File: config.mk
export PLATFORM = sky130hd
export DESIGN_NAME = conv_pixel_scheduler
export DESIGN_NICKNAME = d
export VERILOG_FILES = /design/src/rtl/conv_sched_pkg.sv /design/src/rtl/sched_delay_line.sv /design/src/rtl/conv_pixel_scheduler.sv
export SDC_FILE = /design/constraint.sdc
export NUM_CORES = 1
export LEC_CHECK = 0
export ABC_AREA = 0
export BUFFER_PORTS_ARGS = -buffer_cell sky130_fd_sc_hd__buf_4
export CELL_PAD_IN_SITES_DETAIL_PLACEMENT = 1
export CELL_PAD_IN_SITES_GLOBAL_PLACEMENT = 1
export CORE_AREA = 2 2 100 92
export DETAILED_ROUTE_END_ITERATION = 10
export DIE_AREA = 0 0 102 94
export GPL_TIMING_DRIVEN = 0
export PLACE_DENSITY = 0.53
export SYNTH_ARGS = -nofsm -noshare
export SYNTH_HDL_FRONTEND = slang
export SYNTH_SLANG_ARGS = --single-unit
File: constraint.sdc
create_clock -name clock -period 2.4 [get_ports clock]
set_clock_uncertainty 0.2 [all_clocks]
set_input_delay 0.24 -clock clock [delete_from_list [all_inputs] [get_ports clock]]
set_output_delay 0.24 -clock clock [all_outputs]
set_load 0.005 [all_outputs]
File: src/rtl/conv_sched_pkg.sv
// Shared definitions for the convolution pixel scheduler: FSM states,
// default-configuration derived sizes and a width helper.
package conv_sched_pkg;

    typedef enum logic [2:0] {
        S_IDLE  = 3'd0,
        S_PRIME = 3'd1,
        S_ACCUM = 3'd2,
        S_DRAIN = 3'd3,
        S_DONE  = 3'd4
    } sched_state_e;

    function automatic int unsigned sched_clog2(input int unsigned n);
        int unsigned r;
        r = 0;
        for (int unsigned i = 0; i < 32; i++) begin
            if ((64'd1 << i) < 64'(n)) r = i + 1;
        end
        return r;
    endfunction

    // Register width able to hold n-1, never narrower than one bit.
    function automatic int unsigned sched_width(input int unsigned n);
        return (n > 1) ? sched_clog2(n) : 1;
    endfunction

    localparam int unsigned DEF_W      = 8;
    localparam int unsigned DEF_H      = 8;
    localparam int unsigned DEF_M      = 1;
    localparam int unsigned DEF_INTER  = 9;
    localparam int unsigned DEF_GROUPS = 2;
    localparam int unsigned DEF_CYC    = DEF_INTER * DEF_GROUPS;
    localparam int unsigned DEF_P      = DEF_W * DEF_H * DEF_M;
    localparam int unsigned DEF_PW     = sched_width(DEF_P);
    localparam int unsigned DEF_GW     = sched_width(DEF_GROUPS);

endpackage

File: src/rtl/sched_delay_line.sv
// Fixed-depth register delay line with asynchronous active-low clear.
module sched_delay_line
    import conv_sched_pkg::*;
#(
    parameter int unsigned DEPTH = 1,
    parameter int unsigned WIDTH = 1
) (
    input  logic             clk_i,
    input  logic             rst_ni,
    input  logic [WIDTH-1:0] d_i,
    output logic [WIDTH-1:0] q_o
);

    logic [WIDTH-1:0] pipe_q [DEPTH];

    always_ff @(posedge clk_i or negedge rst_ni) begin
        if (!rst_ni) begin
            for (int unsigned i = 0; i < DEPTH; i++) pipe_q[i] <= '0;
        end else begin
            pipe_q[0] <= d_i;
            for (int unsigned i = 1; i < DEPTH; i++) pipe_q[i] <= pipe_q[i-1];
        end
    end

    assign q_o = pipe_q[DEPTH-1];

endmodule

File: src/rtl/conv_pixel_scheduler.sv
// Layer-pass sequencer for the MAC datapath: prime the RAM pipeline, accumulate
// every output pixel over all input-memory groups, drain the MAC, flag done.
module conv_pixel_scheduler
    import conv_sched_pkg::*;
#(
    parameter int unsigned OUT_FEATURE_WIDTH_W       = 8,
    parameter int unsigned OUT_FEATURE_WIDTH_H       = 8,
    parameter int unsigned NUM_ONEMULT               = 1,
    parameter int unsigned NUM_ONE_PIXEL_CYCLE_INTER = 9,
    parameter int unsigned IFMAP_GROUPS              = 2,
    parameter int unsigned RD_LATENCY                = 2,
    parameter int unsigned MAC_LATENCY               = 1
) (
    input  logic clock,
    input  logic reset,
    input  logic start_req,
    output logic busy,
    output logic rden,
    output logic addr_en,
    output logic [sched_width(IFMAP_GROUPS)-1:0] group_sel,
    output logic accum_sload,
    output logic mult_en,
    output logic result_valid,
    output logic [sched_width(OUT_FEATURE_WIDTH_W*OUT_FEATURE_WIDTH_H*NUM_ONEMULT)-1:0] result_idx,
    output logic layer_done
);

    localparam int unsigned CYC  = NUM_ONE_PIXEL_CYCLE_INTER * IFMAP_GROUPS;
    localparam int unsigned P    = OUT_FEATURE_WIDTH_W * OUT_FEATURE_WIDTH_H * NUM_ONEMULT;
    localparam int unsigned PW   = sched_width(P);
    localparam int unsigned GW   = sched_width(IFMAP_GROUPS);
    localparam int unsigned CW   = sched_width(CYC);
    localparam int unsigned IW   = sched_width(NUM_ONE_PIXEL_CYCLE_INTER);
    localparam int unsigned WMAX = (RD_LATENCY > MAC_LATENCY) ? RD_LATENCY : MAC_LATENCY;
    localparam int unsigned WW   = sched_width(WMAX);
    localparam int unsigned XW   = sched_width(P * CYC + 1);

    localparam logic [CW-1:0] CYC_LAST    = CW'(CYC - 1);
    localparam logic [IW-1:0] INTER_LAST  = IW'(NUM_ONE_PIXEL_CYCLE_INTER - 1);
    localparam logic [PW-1:0] PIX_LAST    = PW'(P - 1);
    localparam logic [WW-1:0] PRIME_LAST  = WW'(RD_LATENCY - 1);
    localparam logic [WW-1:0] DRAIN_LAST  = WW'(MAC_LATENCY - 1);
    localparam logic [XW-1:0] ISSUE_TOTAL = XW'(P * CYC);

    sched_state_e  state_q, state_d;
    logic [CW-1:0] cyc_q,   cyc_d;
    logic [IW-1:0] inter_q, inter_d;
    logic [GW-1:0] grp_q,   grp_d;
    logic [PW-1:0] pix_q,   pix_d;
    logic [WW-1:0] wait_q,  wait_d;
    logic [XW-1:0] issue_q, issue_d;
    logic          last_acc;
    logic [PW:0]   strobe_in, strobe_out;

    always_ff @(posedge clock or negedge reset) begin
        if (!reset) begin
            state_q <= S_IDLE;
            cyc_q   <= '0;
            inter_q <= '0;
            grp_q   <= '0;
            pix_q   <= '0;
            wait_q  <= '0;
            issue_q <= '0;
        end else begin
            state_q <= state_d;
            cyc_q   <= cyc_d;
            inter_q <= inter_d;
            grp_q   <= grp_d;
            pix_q   <= pix_d;
            wait_q  <= wait_d;
            issue_q <= issue_d;
        end
    end

    always_comb begin
        state_d     = state_q;
        cyc_d       = cyc_q;
        inter_d     = inter_q;
        grp_d       = grp_q;
        pix_d       = pix_q;
        wait_d      = wait_q;
        issue_d     = issue_q;
        busy        = 1'b0;
        rden        = 1'b0;
        addr_en     = 1'b0;
        group_sel   = '0;
        accum_sload = 1'b0;
        mult_en     = 1'b0;
        layer_done  = 1'b0;
        last_acc    = 1'b0;

        case (state_q)
            S_IDLE: begin
                if (start_req) begin
                    state_d = S_PRIME;
                    cyc_d   = '0;
                    inter_d = '0;
                    grp_d   = '0;
                    pix_d   = '0;
                    wait_d  = '0;
                    issue_d = '0;
                end
            end
            S_PRIME: begin
                busy = 1'b1;
                if (issue_q != ISSUE_TOTAL) begin
                    rden    = 1'b1;
                    addr_en = 1'b1;
                    issue_d = issue_q + 1'b1;
                end
                if (wait_q == PRIME_LAST) begin
                    wait_d  = '0;
                    state_d = S_ACCUM;
                end else begin
                    wait_d = wait_q + 1'b1;
                end
            end
            S_ACCUM: begin
                busy        = 1'b1;
                mult_en     = 1'b1;
                group_sel   = grp_q;
                accum_sload = (cyc_q == '0);
                // Address issue stops once the whole layer has been fetched, so the
                // final RD_LATENCY accumulate cycles consume already-requested data.
                if (issue_q != ISSUE_TOTAL) begin
                    rden    = 1'b1;
                    addr_en = 1'b1;
                    issue_d = issue_q + 1'b1;
                end
                if (inter_q == INTER_LAST) begin
                    inter_d = '0;
                    grp_d   = grp_q + 1'b1;
                end else begin
                    inter_d = inter_q + 1'b1;
                end
                if (cyc_q == CYC_LAST) begin
                    last_acc = 1'b1;
                    cyc_d    = '0;
                    inter_d  = '0;
                    grp_d    = '0;
                    if (pix_q == PIX_LAST) state_d = S_DRAIN;
                    else                   pix_d   = pix_q + 1'b1;
                end else begin
                    cyc_d = cyc_q + 1'b1;
                end
            end
            S_DRAIN: begin
                busy    = 1'b1;
                mult_en = 1'b1;
                if (wait_q == DRAIN_LAST) begin
                    wait_d  = '0;
                    state_d = S_DONE;
                end else begin
                    wait_d = wait_q + 1'b1;
                end
            end
            S_DONE: begin
                busy       = 1'b1;
                layer_done = 1'b1;
                state_d    = S_IDLE;
            end
            default: state_d = S_IDLE;
        endcase
    end

    assign strobe_in = {last_acc, last_acc ? pix_q : '0};

    sched_delay_line #(
        .DEPTH (MAC_LATENCY),
        .WIDTH (PW + 1)
    ) u_result_dly (
        .clk_i  (clock),
        .rst_ni (reset),
        .d_i    (strobe_in),
        .q_o    (strobe_out)
    );

    assign result_valid = strobe_out[PW];
    assign result_idx   = strobe_out[PW-1:0];

endmodule

# ---- After elaboration in Yosys (flattened, before gate mapping)
# Index checks and enable logic that the tools add are counted.
dict set report word_totals {
  input_bits 3
  output_inout_bits 14
  wordCells 81
  regBits 38
}
dict set report classes {
  addsub 6
  muxes 37
  reduce_logical 14
  eq_ne 16
}
# op n
set ops {}
lappend ops {{$mux 6} 4}
lappend ops {{$mux 11} 2}
lappend ops {{$pmux 11 s2} 1}
lappend ops {{$mux 3} 5}
lappend ops {{$mux 1} 14}
lappend ops {{$mux 4} 3}
lappend ops {{$ne 2x2->1 const B} 6}
lappend ops {{$pmux 3 s4} 1}
lappend ops {{$pmux 6 s2} 1}
lappend ops {{$add 11x1->11 const B} 1}
lappend ops {{$ne 11x11->1 const B} 1}
lappend ops {{$mux 5} 2}
lappend ops {{$pmux 5 s2} 1}
lappend ops {{$pmux 4 s2} 1}
lappend ops {{$add 6x1->6 const B} 1}
lappend ops {{$eq 3x2->1 const B} 2}
lappend ops {{$eq 6x6->1 const B} 1}
lappend ops {{$reduce_and 3->1} 2}
lappend ops {{$add 5x1->5 const B} 1}
lappend ops {{$eq 5x5->1 const B} 1}
lappend ops {{$logic_not 5->1} 1}
lappend ops {{$reduce_and 5->1} 1}
lappend ops {{$add 4x1->4 const B} 1}
lappend ops {{$eq 4x4->1 const B} 1}
lappend ops {{other kinds (14)} 18}

# ---- Longest topological paths before layout
# Gate-level depths: netlist of the first run.
dict set report depth {
  depth_word 4
  depth_mapped 8
}

# ---- By module
# Synthesis of the first run repeated with hierarchy kept, for this count alone.
dict set report hier_totals {
  cells_unflattened 204
  hier_area_um2 2042.0
}
# mod instances seq_area_each_um2 area_each_um2 cells_each
set by_module_without_submodules {}
lappend by_module_without_submodules {conv_pixel_scheduler 1 775.7 1866.8 197}
lappend by_module_without_submodules {sched_delay_line 1 175.2 175.2 7}

# ---- Least setup slack after synthesis of the first run
# No wires, ideal clock.
dict set report synth_timing {
  path_type {flip-flop to output port}
  start {register issue_q[3]}
  end {output port rden}
  path_slack_ns 0.484
  required_ns 1.960
  path_buffers 1
  arrival_ns 1.476
  stages_incl_launch_ff 5
  path_cell_list {dfrtp_1 or4_4 o311ai_4 inv_1 buf_4}
}
dict set report synth_via {
  elab_chain_cells 3
}
# element line_no
set synth_rtl {}
lappend synth_rtl {{start: declaration} conv_pixel_scheduler.sv:51} ;# logic [XW-1:0] issue_q, issue_d;
lappend synth_rtl {{start signal: assignment} conv_pixel_scheduler.sv:71} ;# issue_q <= issue_d;
lappend synth_rtl {{$ne 11x11->1} {conv_pixel_scheduler.sv:106, conv_pixel_scheduler.sv:125}}
lappend synth_rtl {{$mux 1 (2 in series)} -}
lappend synth_rtl {{end: declaration} conv_pixel_scheduler.sv:18} ;# output logic rden,
# No other way between the ends.

# ---- Worst setup path after layout of the first run
dict set report layout_timing {
  start {register issue_q[6]}
  end {output port addr_en}
}
dict set report layout_via {
  elab_chain_cells 3
}
# element line_no
set layout_rtl {}
lappend layout_rtl {{$ne 11x11->1} {conv_pixel_scheduler.sv:106, conv_pixel_scheduler.sv:125}}
lappend layout_rtl {{$mux 1} {conv_pixel_scheduler.sv:106, conv_pixel_scheduler.sv:125}}
lappend layout_rtl {{$mux 1} -}
lappend layout_rtl {{end: declaration} conv_pixel_scheduler.sv:19} ;# output logic addr_en,
# No other way between the ends.

==> impl_metrics.yaml, run 1 <==
detailed_routing:
  antenna_left: 0
  drc_errors: 0
  drt_first_iter_violations: 81
  firstDrtPassIters: 4
  vias: 1657
  wl_um: 5082
  drt-wirelength-per-cell_um: 14.24
  via_per_inst: 4.641
critical_path:
  cp_max_fo: 4
  crit_path_end_kind: "primary output"
  slowest_delay_ns: 0.58
  critPathKind: "reg -> out"
  arrival_ns: 1.83
  slowest_stage: "or4b_4"
  r2r_end: "pix_q[3]"
  r2r_start: "cyc_q[1]"
  crit_family: "simple AND/OR/NAND/NOR gates"
  ff2ff_setup_slack_ns: 0.34
  crit_path_start_kind: "register"
  path_buf_inv: 2
  reg2reg_depth: 8
  required_ns: 1.96
  path_cells: "or4b_4 -> o311ai_4 -> inv_1 -> buf_4"
die:
  die-area_sq_um: 9588
  initial_utilization_pct: 24.60
  die_y_um: 94
  num_rows: 32
  core_area_sq_um: 8488
  ios: 17
  die_x_um: 102
yosys:
  synth_nets: 219
  ys_seq_elements: 38
  synth_top_cell_area_share_pct: 45.54
  synth_cell_types: 57
  synthFlopType: "dfrtp_1"
  synth-async-reset-ratio_pct: 100.0
  synth_area_per_cell_sq_um: 10.04
  ys_seq_area_share_pct: 45.54
  synthCells: 208
  yosys-top-cells-area: "dfrtp_1 (46%), ha_1 (4.8%), and3_1 (3.0%)"
  synthTopCellsByCount: "dfrtp_1 (38), nand2_1 (16), inv_1 (12)"
  mappedNetlistArea_sq_um: 2088
  yosys_warnings: 0
  synth_area_leader_cell: "dfrtp_1"
  synth_edf_count: 0
  synth_most_common_cell: "dfrtp_1"
layout:
  finalNetCount: 248
  regArea_sq_um: 952.2
  drive_above_1_share_pct: 22.27
  fin_area_sq_um: 2555
  antennaDiodeCount: 0
  final_cells: 357
  area_delta_synth_final_pct: 22.35
  multi_input_area_sq_um: 1050
  fill_cells: 996
placement:
  dp_hpwl_um: 3366
  pre_cts_slack_ns: 0.1448
  place_inst: 343
  gp_congestion: 0.7205
  io_buffers: 16
  place_area_sq_um: 2357
sta:
  fin_ws_ns: 0.1328
  worst_pin_slew_ns: 0.5136
  slew_viol_final: 0
  rsz0062_at_grt: "no"
  hold_viol: 0
  clock.fmax_ghz: 0.4411
  period_share_pct: 94.47
  fin_crit_ns: 2.267
  setup_viol: 0
  slew_headroom_pct: 65.76
  tns_ns: 0
pwr:
  p_total_mw: 2.689
  netSwitchingPower_mw: 1.042
  p_comb_share_pct: 43.6
  clockPowerShare_pct: 25.1
  seqPwrFrac_pct: 31.4
  swShare_pct: 38.75
  irDropWorstVdd_mv: 0.3721
  p_int_mw: 1.647
  powerDensity_nw_per_um2: 1052
  cellLeakagePower_nw: 1.198
global_routing:
  grt_util_all_layers_pct: 11.51
  grt_max_degree: 39
  grt_overflow: 0
  grt_pass1_vias: 1690
  grt_pass1_wl_um: 8721
  antenna_found_initial: 0
cts:
  cts_max_path_buffers: 2
  root_buffer: "clkbuf_8"
  clk_pin_slew_ns: 0.08
  cts_made_buffers: 5
  tritoncts: "yes"
  cts.htree.levels: 2
  clk-insertion-delay-late_ns: 0.30
  clock_sink_count: 38
run:
  cap_violations: 0
min_path:
  hp-class: "in -> async"
status:
  status: "finished, final reports clean"
-- sequential cells by signal, indices dropped and copies added, names as in the netlist --
| name | flops |
|---|---|
| pix_q | 6 |
| cyc_q | 5 |
| grp_q | 1 |
| issue_q | 11 |
| wait_q | 1 |
| state_q | 3 |
| inter_q | 4 |
| u_result_dly.q_o | 7 |
-- metrics by stage --
step	hold WS [ns]	utilization, %
2_1_floorplan	-0.2556	-
3_3_place_gp	0.05855	27.77
3_5_place_dp	0.05620	27.77
4_1_cts	0.2272	29.76
5_1_grt	0.2606	30.10
6_report	0.2433	30.10
-- worst register-to-register path: stages (launching register included) --
cell      delay (ns)
dfrtp_1         0.42
inv_1           0.09
ha_1            0.14
and4bb_1        0.19
buf_2           0.22
clkbuf_2        0.27
a21oi_1         0.09
o31ai_1         0.22
o41ai_1         0.11
-- power by group through the flow --
stage,sequential [mW],combinational [mW],clock [mW]
2_1_floorplan,0.833,0.787,0
3_3_place_gp,0.861,1.12,0
3_5_place_dp,0.865,1.13,0
4_1_cts,0.846,1.17,0.695
5_1_grt,0.861,1.31,0.729
6_report,0.843,1.17,0.675
-- layout by cell type, fill, tap and decap left out, drive strengths merged, types with 3 or more instances in the layout --
master    n
nand4     4
and2      3
nor3b     4
nor2b     3
ha        8
inv      12
nor3      6
o31ai     8
a22o      3
o21ai    12
xor2      3
a21oi     8
nand2    16
dfrtp    38
buf      27
a2bb2oi   3
nor2      9
clkbuf   10
a211o     3
mux2i     3
nand3     5
and3     11
a21boi    4
-- routing by layer --
| metal | global-route usage [%] | vias to the layer above | part of all wire (%) | routed length, um |
|---|---|---|---|---|
| li1 | - | 815 | - | - |
| met3 | 1.786 | 9 | 1.9 | 98 |
| met1 | 16.77 | 816 | 54 | 2727 |
| met4 | 4.333 | 0 | 1.8 | 93 |
| met2 | 17.05 | 17 | 43 | 2163 |
| met5 | 0 | - | 0 | 0 |
-- final cells by class --
class	count	area share, %
Sequential cell	38	37.27
Timing Repair Buffer	23	6.856
Multi-Input combinational cell	147	41.09
Clock inverter	3	2.693
Inverter	12	1.763
Tap cell	119	5.828
Clock buffer	5	2.693
Buffer	10	1.812
-- how the worst max path moves through the flow --
stage                          end        from  cells after the start
after floorplan               rden  issue_q[3]                      4
after global placement    pix_q[3]    cyc_q[1]                      8
after detailed placement  pix_q[3]    cyc_q[1]                      8
after CTS                     rden  issue_q[2]                      5
after global routing          rden  issue_q[6]                      4
final                      addr_en  issue_q[6]                      4
-- kinds of logic after synthesis --
kind of cell / synth area share [%]
AOI/OAI and AO/OA: 20.19
buffers and inverters: 4.613
muxes: 1.977
adders and majority gates: 4.793
DFF: 45.54
xor gates and xnor gates: 2.457
and+or+nand+nor: 20.43
-- repair_timing --
action                                  4_1_cts  5_1_grt
setup buffers                                 2        4
hold endpoints to repair                     38        0
endpoints found under the setup margin        3        4
hold buffers                                  1        0
pin swaps                                     0        2
gates resized for setup                       3        3
(Power assumes the default switching activity.)
==> run 2: changes to the inputs <==
--- a/config.mk
+++ b/config.mk
@@ -13,6 +13,7 @@
 export DETAILED_ROUTE_END_ITERATION = 10
 export DIE_AREA = 0 0 102 94
 export GPL_TIMING_DRIVEN = 0
+export MAX_ROUTING_LAYER = met4
 export PLACE_DENSITY = 0.53
 export SYNTH_ARGS = -nofsm -noshare
 export SYNTH_HDL_FRONTEND = slang
==> run 2 against run 1 <==
Worst setup slack hardly changed. Clock power hardly changed. Final cell count stayed put. Hold slack hardly changed. Sequential cell count stayed put. Routed wire length is 0.30% lower. Combinational power hardly changed. Register-to-register slack hardly changed. Via count is 0.54% lower. Non-clock buffer count stayed put. Sequential share of layout area stayed put. Power hardly changed.
==> impl_metrics.yaml, run 2 (same netlist as run 1, synthesis figures left out) <==
layout:
  antennaDiodeCount: 0
  fin_area_sq_um: 2555
  layout_common_cells: "dfrtp_1 (37), buf_4 (22), nand2_1 (16)"
  regArea_sq_um: 952.2
  area_delta_synth_final_pct: 22.35
  largest_reg_flops: 11
  drive_above_1_share_pct: 22.27
  regMostFlops: "issue_q"
  fill_cells: 996
  layout_commonest_cell: "dfrtp_1"
  finalNetCount: 248
  multi_input_area_sq_um: 1050
cts:
  cts.htree.levels: 2
  clk_pin_slew_ns: 0.08
  clock_sink_count: 38
  cts_max_path_buffers: 2
  root_buffer: "clkbuf_8"
  cts_made_buffers: 5
  tritoncts: "yes"
  clk-insertion-delay-late_ns: 0.30
detailed_routing:
  drt_first_iter_violations: 78
  vias: 1648
  antenna_left: 0
  via_per_inst: 4.616
  wl_um: 5067
  drt-wirelength-per-cell_um: 14.19
  firstDrtPassIters: 4
  drc_errors: 0
critical_path:
  required_ns: 1.96
  cp_max_fo: 4
  crit_path_start_kind: "register"
  path_cells: "or4b_4 -> o311ai_4 -> inv_1 -> buf_4"
  arrival_ns: 1.83
  slowest_delay_ns: 0.58
  slowest_stage: "or4b_4"
  crit_path_end_kind: "primary output"
  critPathKind: "reg -> out"
  reg2reg_depth: 8
sta:
  clock.fmax_ghz: 0.4411
  hold_viol: 0
  rsz0062_at_grt: "no"
  slew_viol_final: 0
  slew_headroom_pct: 65.76
  period_share_pct: 94.46
  fin_ws_ns: 0.1331
  tns_ns: 0
  setup_viol: 0
  fin_crit_ns: 2.267
  fin_hold_ws_ns: 0.2430
  worst_pin_slew_ns: 0.5136
min_path:
  hp-class: "in -> async"
pwr:
  cellLeakagePower_nw: 1.198
  irDropWorstVdd_mv: 0.3718
  p_total_mw: 2.687
  powerDensity_nw_per_um2: 1052
die:
  ios: 17
  die-area_sq_um: 9588
  initial_utilization_pct: 24.60
  core_area_sq_um: 8488
  die_y_um: 94
  num_rows: 32
  die_x_um: 102
global_routing:
  grt_util_all_layers_pct: 11.87
  grt_pass1_vias: 1677
  antenna_found_initial: 0
  grt_pass1_wl_um: 8714
  grt_overflow: 0
  grt_max_degree: 39
placement:
  place_area_sq_um: 2357
  dp_hpwl_um: 3366
  gp_congestion: 0.7290
  pre_cts_slack_ns: 0.1448
  io_buffers: 16
status:
  status: "finished, final reports clean"
run:
  cap_violations: 0
-- run 2: metal layers --
metal  part of all wire [%]  GRT usage [%]
met5                      0              -
met4                    1.4          4.333
met3                    2.0          2.009
met2                     43          17.05
met1                     54          16.77
-- run 2: layout make-up --
type	count	area share, %
multi-input cells	147	41.09
flip-flops and latches	38	37.27
repair buffers	23	6.856
well taps	119	5.828
clock buffers	5	2.693
clock inverters	3	2.693
plain buffers	10	1.812
inverters	12	1.763
-- run 2: final timing paths --
kind	slack [ns]	to	from
setup reg to reg	0.35	pix_q[3]	cyc_q[1]
hold / removal	0.24	cyc_q[1]	reset
min in group clock	0.25	pix_q[2]	start_req
max in group asynchronous	1.36	issue_q[2]	reset
setup / recovery	0.13	addr_en	issue_q[6]
hold reg to reg	0.29	grp_q	grp_q
-- run 2: what timing repair did --
item | 4_1_cts | 5_1_grt
pin swaps | 0 | 2
setup buffers | 2 | 4
hold buffers | 1 | 0
endpoints found under the hold margin | 38 | 0
gates resized for setup | 3 | 3
endpoints found under the setup margin | 3 | 4
-- run 2: worst max-delay path, delay by kind of cell, from the launching register on --
kind / cells / cell delay [ns]
flops: 1 / 0.41
simple gates: 1 / 0.58
buf+inv: 2 / 0.23
compound gates: 1 / 0.31
-- run 2: report_power, final --
part | switching [mW] | internal (mW) | total [mW]
clock | 0.257 | 0.417 | 0.674
sequential | 0.103 | 0.740 | 0.843
combinational | 0.681 | 0.490 | 1.17
-- run 2: stage by stage --
stage | utilization (%) | std cells
2_1_floorplan | - | 208
3_3_place_gp | 27.77 | 343
3_5_place_dp | 27.77 | 343
4_1_cts | 29.76 | 354
5_1_grt | 30.10 | 357
6_report | 30.10 | 357
